`src/rtl/fnd_sched_pkg.sv`:
```
// Shared types and helpers for the FND display scheduler.
// Holds the mode enum, the blank selector code and the round-robin picker.
package fnd_sched_pkg;

   typedef enum logic [1:0] {
      StManual,
      StRotate,
      StHold
   } state_e;

   localparam logic [1:0] SelBlank = 2'd3;
   localparam int unsigned NumRegs = 3;

   // First set bit of pending, scanning upward from rr_last+1 and wrapping mod 3.
   function automatic logic [2:0] rr_pick(input logic [2:0] pending, input logic [1:0] rr_last);
      logic [2:0] grant;
      logic [1:0] idx;
      grant = 3'b000;
      idx   = rr_last;
      for (int k = 0; k < NumRegs; k++) begin
         idx = (idx == 2'd2) ? 2'd0 : idx + 2'd1;
         if ((grant == 3'b000) && pending[idx]) begin
            grant[idx] = 1'b1;
         end
      end
      return grant;
   endfunction

   function automatic logic [1:0] onehot_idx(input logic [2:0] oh);
      logic [1:0] idx;
      case (oh)
         3'b001:  idx = 2'd0;
         3'b010:  idx = 2'd1;
         3'b100:  idx = 2'd2;
         default: idx = SelBlank;
      endcase
      return idx;
   endfunction

endpackage

```
`src/rtl/fnd_tick_gen.sv`:
```
// Free-running prescaler: emits a one-cycle tick every TickDiv clock cycles.
// Never re-aligned, so consumers see intervals of (N-1, N] tick periods.
module fnd_tick_gen #(
   parameter int unsigned TickDiv = 100000
) (
   input  logic clk,
   input  logic reset,
   output logic tick
);

   localparam int unsigned CntW = (TickDiv > 1) ? $clog2(TickDiv) : 1;
   localparam logic [CntW-1:0] CntLast = CntW'(TickDiv - 1);

   logic [CntW-1:0] cnt_q, cnt_d;

   assign tick = (cnt_q == CntLast);

   always_comb begin
      cnt_d = tick ? '0 : cnt_q + 1'b1;
   end

   always_ff @(posedge clk) begin
      if (reset) begin
         cnt_q <= '0;
      end else begin
         cnt_q <= cnt_d;
      end
   end

endmodule

```
`src/rtl/fnd_disp_scheduler.sv`:
```
// Chooses which slave register the FND shows: manual switch select, timed rotation,
// or a hold window after an I2C write, with round-robin service of queued writes.
module fnd_disp_scheduler
   import fnd_sched_pkg::*;
#(
   parameter int unsigned TickDiv     = 100000,
   parameter int unsigned RotateTicks = 1000,
   parameter int unsigned HoldTicks   = 2000
) (
   input  logic       clk,
   input  logic       reset,
   input  logic [2:0] sw,
   input  logic       auto_en,
   input  logic [2:0] wr_strb,
   input  logic [7:0] slv_reg0,
   input  logic [7:0] slv_reg1,
   input  logic [7:0] slv_reg2,
   output logic [7:0] fnd_reg,
   output logic [1:0] fnd_sel,
   output logic       hold_active
);

   localparam int unsigned RotW  = $clog2(RotateTicks + 1);
   localparam int unsigned HoldW = $clog2(HoldTicks + 1);

   logic tick;

   fnd_tick_gen #(
      .TickDiv(TickDiv)
   ) u_tick_gen (
      .clk  (clk),
      .reset(reset),
      .tick (tick)
   );

   state_e            state_q, state_d;
   logic [2:0]        pending_q, pending_d;
   logic [1:0]        rr_last_q, rr_last_d;
   logic [1:0]        rot_idx_q, rot_idx_d;
   logic [RotW-1:0]   rot_cnt_q, rot_cnt_d;
   logic [1:0]        hold_idx_q, hold_idx_d;
   logic [HoldW-1:0]  hold_cnt_q, hold_cnt_d;
   logic [1:0]        fnd_sel_q, fnd_sel_d;
   logic [7:0]        fnd_reg_q, fnd_reg_d;
   logic              hold_active_q, hold_active_d;

   logic [2:0] held_oh, grant, absorb;
   logic [1:0] grant_idx, man_sel;
   logic       in_hold, restart, hold_expire, grant_en, rot_wrap;

   assign in_hold  = (state_q == StHold);
   assign held_oh  = 3'b001 << hold_idx_q;
   // A rewrite of the shown register restarts the window and wins over a same-cycle expiry.
   assign restart  = in_hold && |(wr_strb & held_oh);
   assign hold_expire = in_hold && tick && !restart && (hold_cnt_q == HoldW'(HoldTicks - 1));
   assign grant_en = (pending_q != 3'b000) && (!in_hold || hold_expire);
   assign grant    = grant_en ? rr_pick(pending_q, rr_last_q) : 3'b000;
   assign grant_idx = onehot_idx(grant);
   assign absorb   = (in_hold ? held_oh : 3'b000) | grant;
   assign rot_wrap = tick && (rot_cnt_q == RotW'(RotateTicks - 1));

   always_comb begin
      case (sw)
         3'b001:  man_sel = 2'd0;
         3'b010:  man_sel = 2'd1;
         3'b100:  man_sel = 2'd2;
         default: man_sel = SelBlank;
      endcase
   end

   always_comb begin
      state_d    = state_q;
      pending_d  = (pending_q & ~grant) | (wr_strb & ~absorb);
      rr_last_d  = rr_last_q;
      rot_idx_d  = rot_idx_q;
      rot_cnt_d  = rot_cnt_q;
      hold_idx_d = hold_idx_q;
      hold_cnt_d = hold_cnt_q;

      if (grant_en) begin
         state_d    = StHold;
         rr_last_d  = grant_idx;
         hold_idx_d = grant_idx;
         hold_cnt_d = '0;
      end else begin
         case (state_q)
            StManual: begin
               if (auto_en) state_d = StRotate;
            end
            StRotate: begin
               if (!auto_en) begin
                  state_d = StManual;
               end else if (rot_wrap) begin
                  rot_cnt_d = '0;
                  rot_idx_d = (rot_idx_q == 2'd2) ? 2'd0 : rot_idx_q + 2'd1;
               end else if (tick) begin
                  rot_cnt_d = rot_cnt_q + 1'b1;
               end
            end
            StHold: begin
               if (restart) begin
                  hold_cnt_d = '0;
               end else if (hold_expire) begin
                  state_d = auto_en ? StRotate : StManual;
               end else if (tick) begin
                  hold_cnt_d = hold_cnt_q + 1'b1;
               end
            end
            default: state_d = StManual;
         endcase
      end

      // Every entry into rotation starts a fresh dwell; the index itself is kept.
      if (state_d != StRotate) rot_cnt_d = '0;
   end

   // Outputs are registered from the next state so a decision shows one cycle later.
   always_comb begin
      case (state_d)
         StHold:   fnd_sel_d = hold_idx_d;
         StRotate: fnd_sel_d = rot_idx_d;
         default:  fnd_sel_d = man_sel;
      endcase

      case (fnd_sel_d)
         2'd0:    fnd_reg_d = slv_reg0;
         2'd1:    fnd_reg_d = slv_reg1;
         2'd2:    fnd_reg_d = slv_reg2;
         default: fnd_reg_d = 8'h00;
      endcase

      hold_active_d = (state_d == StHold);
   end

   always_ff @(posedge clk) begin
      if (reset) begin
         state_q       <= StManual;
         pending_q     <= 3'b000;
         rr_last_q     <= 2'd2;
         rot_idx_q     <= 2'd0;
         rot_cnt_q     <= '0;
         hold_idx_q    <= 2'd0;
         hold_cnt_q    <= '0;
         fnd_sel_q     <= SelBlank;
         fnd_reg_q     <= 8'h00;
         hold_active_q <= 1'b0;
      end else begin
         state_q       <= state_d;
         pending_q     <= pending_d;
         rr_last_q     <= rr_last_d;
         rot_idx_q     <= rot_idx_d;
         rot_cnt_q     <= rot_cnt_d;
         hold_idx_q    <= hold_idx_d;
         hold_cnt_q    <= hold_cnt_d;
         fnd_sel_q     <= fnd_sel_d;
         fnd_reg_q     <= fnd_reg_d;
         hold_active_q <= hold_active_d;
      end
   end

   assign fnd_sel     = fnd_sel_q;
   assign fnd_reg     = fnd_reg_q;
   assign hold_active = hold_active_q;

endmodule

```
`config.mk`:
```
export PLATFORM = sky130hd
export DESIGN_NAME = fnd_disp_scheduler
export DESIGN_NICKNAME = d
export VERILOG_FILES = /design/src/rtl/fnd_sched_pkg.sv /design/src/rtl/fnd_tick_gen.sv /design/src/rtl/fnd_disp_scheduler.sv
export SDC_FILE = /design/constraint.sdc
export NUM_CORES = 1
export LEC_CHECK = 0
export ABC_AREA = 1
export CAP_MARGIN = 20
export CORE_MARGIN = 5
export CORE_UTILIZATION = 50
export CTS_CLUSTER_DIAMETER = 200
export CTS_CLUSTER_SIZE = 10
export DETAILED_ROUTE_END_ITERATION = 10
export MAX_ROUTING_LAYER = met4
export PLACE_DENSITY_LB_ADDON = 0.2
export SYNTH_ARGS = -nofsm -noshare
export SYNTH_HDL_FRONTEND = slang
export SYNTH_HIERARCHICAL = 1
export SYNTH_SLANG_ARGS = --single-unit
export TNS_END_PERCENT = 5
```
`constraint.sdc`:
```
create_clock -name clk -period 3 [get_ports clk]
set_clock_uncertainty 0.15 [all_clocks]
set_input_delay 0.3 -clock clk [delete_from_list [all_inputs] [get_ports clk]]
set_output_delay 0.3 -clock clk [all_outputs]
set_load 0.005 [all_outputs]
```
# After elaboration in Yosys (flattened, before gate mapping)
# Index checks and enable logic that the tools add are counted.
# totals
ff_bits	60
output_inout_bits	11
inputBits	33
# op_classes
n_mux	42
bitwise_logic	10
shifts	1
eq_ne	21
reduce_logical	27
magnitude_cmp	6
n_addsub	7
# ops
op	count
11-bit 2-to-1 mux	3
2-bit 2-to-1 mux	14
8-bit case mux with 3 select lines	1
10-bit 2-to-1 mux	2
2-bit case mux with 3 select lines	3
17-bit by 1-bit adder with 17-bit output (second input constant)	1
17-bit equality test (second input constant)	1
3-bit 2-to-1 mux	5
2-bit equality test (second input constant)	7
3-bit bitwise OR	4
11-bit by 1-bit adder with 11-bit output (second input constant)	1
11-bit equality test (second input constant)	1
1-bit logical AND	11
10-bit by 1-bit adder with 10-bit output (second input constant)	1
10-bit equality test (second input constant)	1
3-bit AND	3
2-bit by 3-bit less-than comparator with 1-bit output (second input constant)	3
2-bit by 1-bit adder with 2-bit output (second input constant)	4
1-bit 2-to-1 mux	7
1-bit binary-select mux with 2-bit select	3
1-bit demux with 2-bit select	3
2-bit by 1-bit equality test with 1-bit output (second input constant)	3
3-bit by 1-bit equality test with 1-bit output (second input constant)	2
3-bit by 2-bit equality test with 1-bit output (second input constant)	2
other kinds (18)	28

# Longest topological paths before layout
# Gate-level depths: netlist of the first run.
# logic_depth
depth_word	20
ltp_mapped	21
ltp_nobuf	20

# By module
# Netlist of the first run, hierarchy kept.
# by_module_without_submodules
mod	area_per_inst_um2	cells_per_inst	seq_area_each_um2	n_inst
fnd_disp_scheduler	2426.1	341	860.8	1
fnd_tick_gen	948.4	140	340.3	1

# Worst setup path before layout of the first run
# OpenSTA, ideal clock, no wires.
# synth_path
path_kind	flip-flop to flip-flop
start	register u_tick_gen.cnt_q[0]
end	register fnd_reg_q[5] (netlist: fnd_reg[5])
t_required_ns	2.794
stages_incl_launch_ff	20
t_arrival_ns	2.707
setup_ns	0.056
setup_slack_ns	0.087
cell_sequence	dfxtp_1 > ha_1 > nand2_1 > nor2_4 > nand3_2 > inv_1 > nand2_2 > nor2_4 > nand3_4 > o31ai_1 > nand2_1 > ha_1 > a21oi_2 > nand2_2 > nand2_4 > buf_6 > nand3_2 > nand3_1 > nand2_1 > inv_1
# synth_via
elab_chain_len	13
# synth_lines
element	line_no	source
start, declared	fnd_tick_gen.sv:14	logic [CntW-1:0] cnt_q, cnt_d;
start signal, assigned	fnd_tick_gen.sv:26	cnt_q <= cnt_d;
17-bit equality test (*)	fnd_tick_gen.sv:16	assign tick = (cnt_q == CntLast);
via tick	fnd_disp_scheduler.sv:26	logic tick;
1-bit logical AND (3 in series)	fnd_disp_scheduler.sv:55	assign hold_expire = in_hold && tick && !restart && (hold_cnt_q == HoldW'(HoldTicks - 1));
1-bit logical OR	fnd_disp_scheduler.sv:56	assign grant_en = (pending_q != 3'b000) && (!in_hold || hold_expire);
1-bit logical AND	fnd_disp_scheduler.sv:56	
3-bit 2-to-1 mux	fnd_disp_scheduler.sv:57	assign grant = grant_en ? rr_pick(pending_q, rr_last_q) : 3'b000;
3-bit equality test, or another cell as far along	fnd_sched_pkg.sv:31	case (oh)
2-bit case mux with 3 select lines	fnd_sched_pkg.sv:31	
2-bit 2-to-1 mux	fnd_disp_scheduler.sv:80	if (grant_en) begin
2-bit case mux with 2 select lines (*)	fnd_disp_scheduler.sv:119	case (state_d)
2-bit equality test, or another cell as far along	fnd_disp_scheduler.sv:125	case (fnd_sel_d)
8-bit case mux with 3 select lines (*)	fnd_disp_scheduler.sv:125	
end signal, assigned	fnd_disp_scheduler.sv:156	fnd_reg_q <= fnd_reg_d;
end, declared	fnd_disp_scheduler.sv:44	logic [7:0] fnd_reg_q, fnd_reg_d;
# Mark *: on every way through the listed nets, which the timed path passes. The rest lies on a longest branch.
# A chain may end at the register's enable or synchronous reset.

# Worst setup path in the final report of the first run
# layout_path
start	register u_tick_gen.cnt_q[9]
end	register fnd_reg_q[6] (netlist: fnd_reg[6])
# The elaborated chain is that of the path after synthesis.

==> impl_results.md, run 1 <==
- Outcome: complete, no violations
- First-pass detailed-route iteration total: 4
- First-pass GRT wire length: 13.0 mm
- Element type at the critical path start: flop
- Final setup viols: 0
- RSZ-0062 raised after global routing: yes
- Routed wire length per instance: 12.3 µm
- Root Buffer: clkbuf_8
- Yosys top cell area share: between 30 and 40%
- I/O Pins: 44
- GR Overflow Total: 0
- Layout cells sized above 1: between 10% and 20%
- Post-CTS setup buffer count: 0
- Tcrit/Tclk final: 93.0%
- Crit-path slowest cell: dfxtp_1
- Ys flop type: dfxtp_1
- P_leak: ~1.7 nW
- Worst-path clk slew: 0.07 ns
- Vias per cell: 5.21
- Crit path required time: 3.13 ns
- Post-synth top cells: nand2_1 (102), inv_1 (61), dfxtp_1 (60), nand3_1 (60), nor2_1 (46)
- Chip width: 92.2 µm
- Post-Synth XOR/XNOR Area: between 1.5 and 2%
- Syn Nets: 519
- Post-synthesis adder-cell area fraction: 1.85%
- Core area: 6680 µm²
- Max cap viols: 0
- Max FO, Critical Path: 17
- N_diodes: 0
- Crit-path max cell delay: 0.36 ns
- Kind of end point of the critical path: flop
- Post-synthesis sequential area ratio: 35.6%
- Simple-gate share of the synthesized area: 42.2%
- Fin Setup TNS: 0 ns
- Syn Area/Cell: approximately 7.0 µm²
- Most numerous cell on the critical path: nand2_2
- Worst EP arrival: 2.92 ns
- Mux share of post-synthesis cell area: 0%
- Placer congestion estimate: 0.864
- Slew @ Worst Pin: 0.632 ns
- Synth top area cells: dfxtp_1 (36%), nand2_1 (11%), nand3_1 (8.9%), inv_1 (6.8%), nor2_1 (5.1%)
- Area leader, netlist: dfxtp_1
- FF+latch count, synth: 60
- Vias in the first global route: 2985
- Final Critical Period: around 2.8 ns
- Largest net degree at the start of global routing: 18
- Main combinational cell family by area after synthesis: simple AND/OR/NAND/NOR gates
- CP Cell Sequence: nand2_1, nor3_2, nand3_2, inv_2, nand2_2, nor2_4, nand3_4, o31ai_4, nand2_2, ha_4, a21oi_4, nand2_2, nand2_8, nand3_1, nand3_1, nand2_1, inv_1
- DRC errors left: 0
- Fmax: approximately 360 MHz
- Post-synth EDFFs: 0
- Post-synth cell types: 43
- Fin util: between 60 and 70%
- Worst min-delay path class: flop to flop
- Reg with most FFs: u_tick_gen/cnt_q
- Power Density: ~610 nW/µm²
- Die Y: about 92 µm
- Peak supply drop: 0.000324 V
- Fillcell total: 594
- Starting Density: 50.5%
- Cell Area, Synth: about 3400 µm²
- Max FFs per register: 17
- Starting DRT DRC Count: 88
- Hold-fix buffers, CTS: 0
- CTS buffer count: 9
- DP HPWL: 5.84 mm
- Post-Route WL: 7.70 mm
- DIE AREA: 8490 µm²
- Rows: 30
- Final ANT Viol Nets: 0
- Final hold vios: 0
- Max H-tree Level: 3
- Via count: 3256
- Synth Instances: 481
- Antenna violations before repair: 0
- WS Path Type: flop to flop
- Clk_lat worst skew: between 0.3 and 0.4 ns
- Layout Nets: 579
- Synth Area in Compound Gates: 9.49%
- Area Growth Syn to Fin: 25.7%
- GRT Overall Usage: between 10% and 20%
- TritonCTS clock tree: built
- Post-synth ARST share: 0%
- Worst slew margin: between 50% and 60%
- Port bufs: 43
- Top Registers: u_tick_gen/cnt_q (17), hold_cnt_q (11), rot_cnt_q (10)
- Slew Viols, Final: 0
- CTS sink cnt: 60
- Most frequent cell after synthesis: nand2_1
- Max clock buf depth: 2
- Yosys warns: 6
## power breakdown
part	internal, mW	switching (mW)	leakage, nW
clock network	0.397	0.318	0.0979
logic	0.399	0.545	1.15
registers	0.882	0.0514	0.489
total	1.68	0.914	1.74
## through the flow
stage	setup WS (ns)	hold WS, ns	std cells	power [mW]	cell area, µm²
6_report	0.209	0.345	625	2.59	4240
5_1_grt	-0.0658	0.364	625	2.76	4240
4_1_cts	0.0327	0.344	625	2.53	4150
3_5_place_dp	0.0102	0.332	610	1.80	3940
3_3_place_gp	0.0973	0.314	610	1.78	3940
2_1_floorplan	0.0873	0.289	481	1.55	3370
## layer usage
metal / GRT usage (%) / vias up / part of all wire [%]
met2: 29.0 / 75 / 46
met4: 8.04 / 0 / 1.7
met5: - / - / 0
met3: 3.86 / 13 / 4.9
met1: 25.3 / 1483 / 48
li1: - / 1685 / -
## repair_timing
action	4_1_cts	5_1_grt
pin swaps	0	3
endpoints found under the setup margin	1	17
gates resized for setup	4	17
gates cloned	0	0
## final timing paths
| kind | startpoint | endpoint | slack [ns] | cells after the start |
|---|---|---|---|---|
| worst max-delay path | u_tick_gen/cnt_q[9] | fnd_reg[6] | 0.21 | 17 |
| worst min-delay path | hold_cnt_q[1] | hold_cnt_q[1] | 0.34 | 2 |
| worst max register to register | u_tick_gen/cnt_q[9] | fnd_reg[6] | 0.21 | 17 |
| worst min register to register | hold_cnt_q[1] | hold_cnt_q[1] | 0.34 | 2 |
## cells in the final DEF, fill, tap and decap left out, types with 11 or more instances in the layout
master           netlist  layout
buf_4                  0      11
inv_1                 61      60
nand2_2               16      17
nor2_1                46      46
nand2_1              102     101
clkdlybuf4s50_1        0      43
nor2_2                18      18
dfxtp_1               60      58
nand3_1               60      56
a21oi_1               18      18
nor3_1                11      11
nand4_1               11      11
## kinds of logic after synthesis
logic type               Yosys count
XOR/XNOR                           6
flip-flops                        60
AO/OA/AOI/OAI                     47
adder cells (fa/ha/maj)            5
buffers and inverters             75
AND/OR/NAND/NOR                  288
## layout make-up
cell class | instances | area [µm²] | share of cell area [%]
Multi-Input combinational cell | 346 | 1970 | 46.5
Sequential cell | 60 | 1200 | 28.4
Timing Repair Buffer | 54 | 513 | 12.1
Inverter | 70 | 263 | 6.20
Clock buffer | 10 | 138 | 3.25
Tap cell | 80 | 100 | 2.36
Clock inverter | 5 | 52.6 | 1.24
## critical path, delay by kind of cell (launching register included)
| family | cells | cell delay (ns) |
|---|---|---|
| flops | 1 | 0.36 |
| buf+inv | 2 | 0.15 |
| fa+ha+maj | 1 | 0.27 |
| simple gates | 12 | 1.42 |
| compound gates | 2 | 0.38 |
No activity file was read; power rests on OpenSTA's default activity.
==> inputs of run 2 (changes only) <==
ABC_AREA = unset   (was 1)
CORE_UTILIZATION = 49   (was 50)
PLACE_DENSITY_LB_ADDON = 0.15   (was 0.2)
==> impl_results.md, run 2 <==
- Clock share of power: 26.9%
- First-pass detailed-route iteration total: 4
- Vias per cell: 5.31
- Starting DRT DRC Count: 109
- DP HPWL: 5.08 mm
- Max FFs per register: 17
- Fmax: 311 MHz
- TritonCTS clock tree: built
- CTS sink cnt: 60
- Die Y: around 90 µm
- Reg with most FFs: u_tick_gen/cnt_q
- CP delay by family, top: simple AND/OR/NAND/NOR gates
- Kind of end point of the critical path: flop
- WS Path Type: flop to flop
- GRT Overall Usage: 19.3%
- Worst setup margin: -0.216 ns
- Area Growth Syn to Fin: 38.5%
- Critical path depth: 16
- P_leak: 1.64 nW
- Post-synth ARST share: 0%
- Root Buffer: clkbuf_8
- Fin util: 69.8%
- Reg2reg start: u_tick_gen/cnt_q[0]
- Post-synthesis sequential area ratio: 40.3%
- FF+latch count, synth: 60
- CTS buffer count: 9
- GR Overflow Total: 0
- Worst slew margin: between 70% and 80%
- Post-Route WL: 6.96 mm
- Net Sw Frac: 29.4%
- Yosys top cell area share: 40.3%
- Outcome: finished, violations left
- Int Pwr: 1.68 mW
- DRC errors left: 0
- Synth Area in Compound Gates: 12.5%
- Crit-path slowest cell: or3b_1
- Via count: 2746
- Comb pwr share: 33.5%
- Rows: 28
- WP buf/inv: 2
- Yosys warns: 6
- Area leader, netlist: dfxtp_1
- N_diodes: 0
- I/O Pins: 44
- R2r endpoint: fnd_reg[2]
- Violated checks: setup timing
- Max clock buf depth: 2
- Post-synth cell types: 52
- Max cap viols: 0
- Placer congestion estimate: 0.892
- Crit path required time: 3.11 ns
- Layout Nets: 477
- Fin Setup TNS: -1.75 ns
- Crit-path max cell delay: 0.37 ns
- First-pass GRT wire length: 11.4 mm
- Core area: 5920 µm²
- Hold path cells: 1
- Commonest non-fill, non-tap cells in the layout: buf_4 (59), dfxtp_1 (58), nor2_1 (50)
- Most frequent cell after synthesis: dfxtp_1
- Ys flop type: dfxtp_1
- CP Cell Sequence: ha_4, nand4_1, nor2_2, and3_4, o211a_4, nand2_2, o21ai_2, nand3_2, ha_4, inv_2, or3_1, o41ai_2, o21ai_1, or3b_1, buf_6, o22ai_2
- Synth top area cells: dfxtp_1 (40%), nor2_1 (6.5%), xor2_1 (5.3%), xnor2_1 (4.1%), mux2i_1 (3.7%)
- Post-Layout Cell Count: 517
- Final setup viols: 9
- Hold-fix buffers, CTS: 0
- RSZ-0062 raised after global routing: yes
- Post-synthesis adder-cell area fraction: 2.10%
- Final ANT Viol Nets: 0
- Place WS: -0.303 ns
- Routed wire length per instance: 13.5 µm
- Leading cell type in the layout, fill and taps excluded: buf_4
- Max FO, Critical Path: 8
- Simple-gate share of the synthesized area: approximately 27%
- Worst EP arrival: roughly 3.3 ns
- Mux share of post-synthesis cell area: 3.69%
- DIE AREA: 7750 µm²
- Hold path start: hold_cnt_q[3]
- Antenna violations before repair: 0
- Syn Nets: 374
- Max H-tree Level: 3
- Post-synth EDFFs: 0
- Post-Synth XOR/XNOR Area: a little under a tenth
- Register-to-Register Path Depth: 16
- Peak supply drop: 0.000423 V
- Hold Path Sink: hold_cnt_q[3]
- Post-synth top cells: dfxtp_1 (60), nor2_1 (52), nand2_1 (22)
- Vias in the first global route: approximately 2500
- Layout cells sized above 1: about a quarter
- Power Density: 574 nW/µm²
- Cell Area, Synth: 2980 µm²
- Tcrit/Tclk final: 107%
- Worst min-delay path class: flop to flop
- Slew Viols, Final: 0
- Element type at the critical path start: flop
- Largest net degree at the start of global routing: 18
- Net load switching power: 0.697 mW
- Slew @ Worst Pin: about 0.4 ns
- Most numerous cell on the critical path: ha_4
- Port bufs: 43
- Main combinational cell family by area after synthesis: simple AND/OR/NAND/NOR gates
- Top Registers: u_tick_gen/cnt_q (17), hold_cnt_q (11), rot_cnt_q (10)
- Final hold vios: 0
- Starting Density: 50.4%
- Chip width: 88.0 µm
- Inst Count DP: around 490
- Clk_lat worst skew: 0.33 ns
- Reg power frac: 39.6%
- Final Critical Period: around 3.2 ns
- Syn Area/Cell: 8.88 µm²
- Worst-path clk slew: 0.06 ns
- Synth Instances: 336
- Reg2reg setup slack: -0.22 ns
- Worst Setup SP: u_tick_gen/cnt_q[0]
[run 2: cell count changes in the layout (fill, tap and decap cells not counted), moves of 11 or more]
cell and change:
inv_1 -46, buf_4 +48, mux2i_1 +11, xor2_1 +16, nand3_1 -44, nor2_2 -16
nand2_2 -16, nand2_1 -80
[run 2: repair_timing]
| item | in CTS | in global routing |
|---|---|---|
| endpoints found under the setup margin | 9 | 10 |
| resized for setup | 5 | 8 |
| buffers inserted | 9 | 2 |
| pin swaps | 7 | 6 |
| hold endpoints to repair | 0 | 0 |
[run 2: routing by layer]
metal	share of wire, %	global-route usage [%]
met3	6.6	5.46
met1	48	24.4
met4	1.7	7.01
met5	0	-
met2	44	29.5
[run 2: final cells by class]
| cell class | count | area (µm²) |
|---|---|---|
| fillers | 471 | 1790 |
| multi-input cells | 248 | 1700 |
| flip-flops and latches | 60 | 1200 |
| repair buffers | 104 | 896 |
| clock buffers | 12 | 165 |
| well taps | 75 | 93.8 |
| inverters | 16 | 60.1 |
| clock inverters | 2 | 10.0 |
[run 2: metrics by stage]
stage | hold slack (ns) | total power, mW | instance area (µm²)
final | 0.336 | 2.37 | 4130
after detailed placement | 0.323 | 1.72 | 3830
after floorplan | 0.222 | 1.39 | 3010
after global placement | 0.318 | 1.69 | 3830
after global routing | 0.359 | 2.51 | 4130
after CTS | 0.332 | 2.39 | 4090
[run 2: power by group through the flow]
stage	clock, mW	combinational [mW]	sequential, mW
global placement	0	0.740	0.950
global route	0.694	0.864	0.950
CTS	0.660	0.787	0.939
detailed placement	0	0.760	0.956
floorplan	0	0.430	0.955
finish	0.637	0.796	0.940
[run 2: logic make-up (layout without fill, tap and decap cells)]
logic type               count (synthesis)  count (layout)
AO/OA/AOI/OAI                           48              48
XOR/XNOR                                32              32
adder cells (fa/ha/maj)                  5               5
buffers and inverters                   28             134
flip-flops                              60              60
multiplexers                            11              11
AND/OR/NAND/NOR                        152             152
[run 2: worst reg2reg max path, cell delays in order, from the launching register on]
cell,delay (ns)
dfxtp_2,0.35
ha_4,0.13
nand4_1,0.13
nor2_2,0.17
and3_4,0.22
o211a_4,0.17
nand2_2,0.06
o21ai_2,0.14
nand3_2,0.12
ha_4,0.30
inv_2,0.03
or3_1,0.32
o41ai_2,0.06
o21ai_1,0.12
or3b_1,0.37
buf_6,0.16
o22ai_2,0.13
[run 2: worst max-delay path by stage]
| stage | end |
|---|---|
| floorplan | fnd_reg[0] |
| global placement | fnd_reg[3] |
| detailed placement | fnd_reg[2] |
| CTS | fnd_reg[2] |
| global route | fnd_reg[3] |
| finish | fnd_reg[2] |
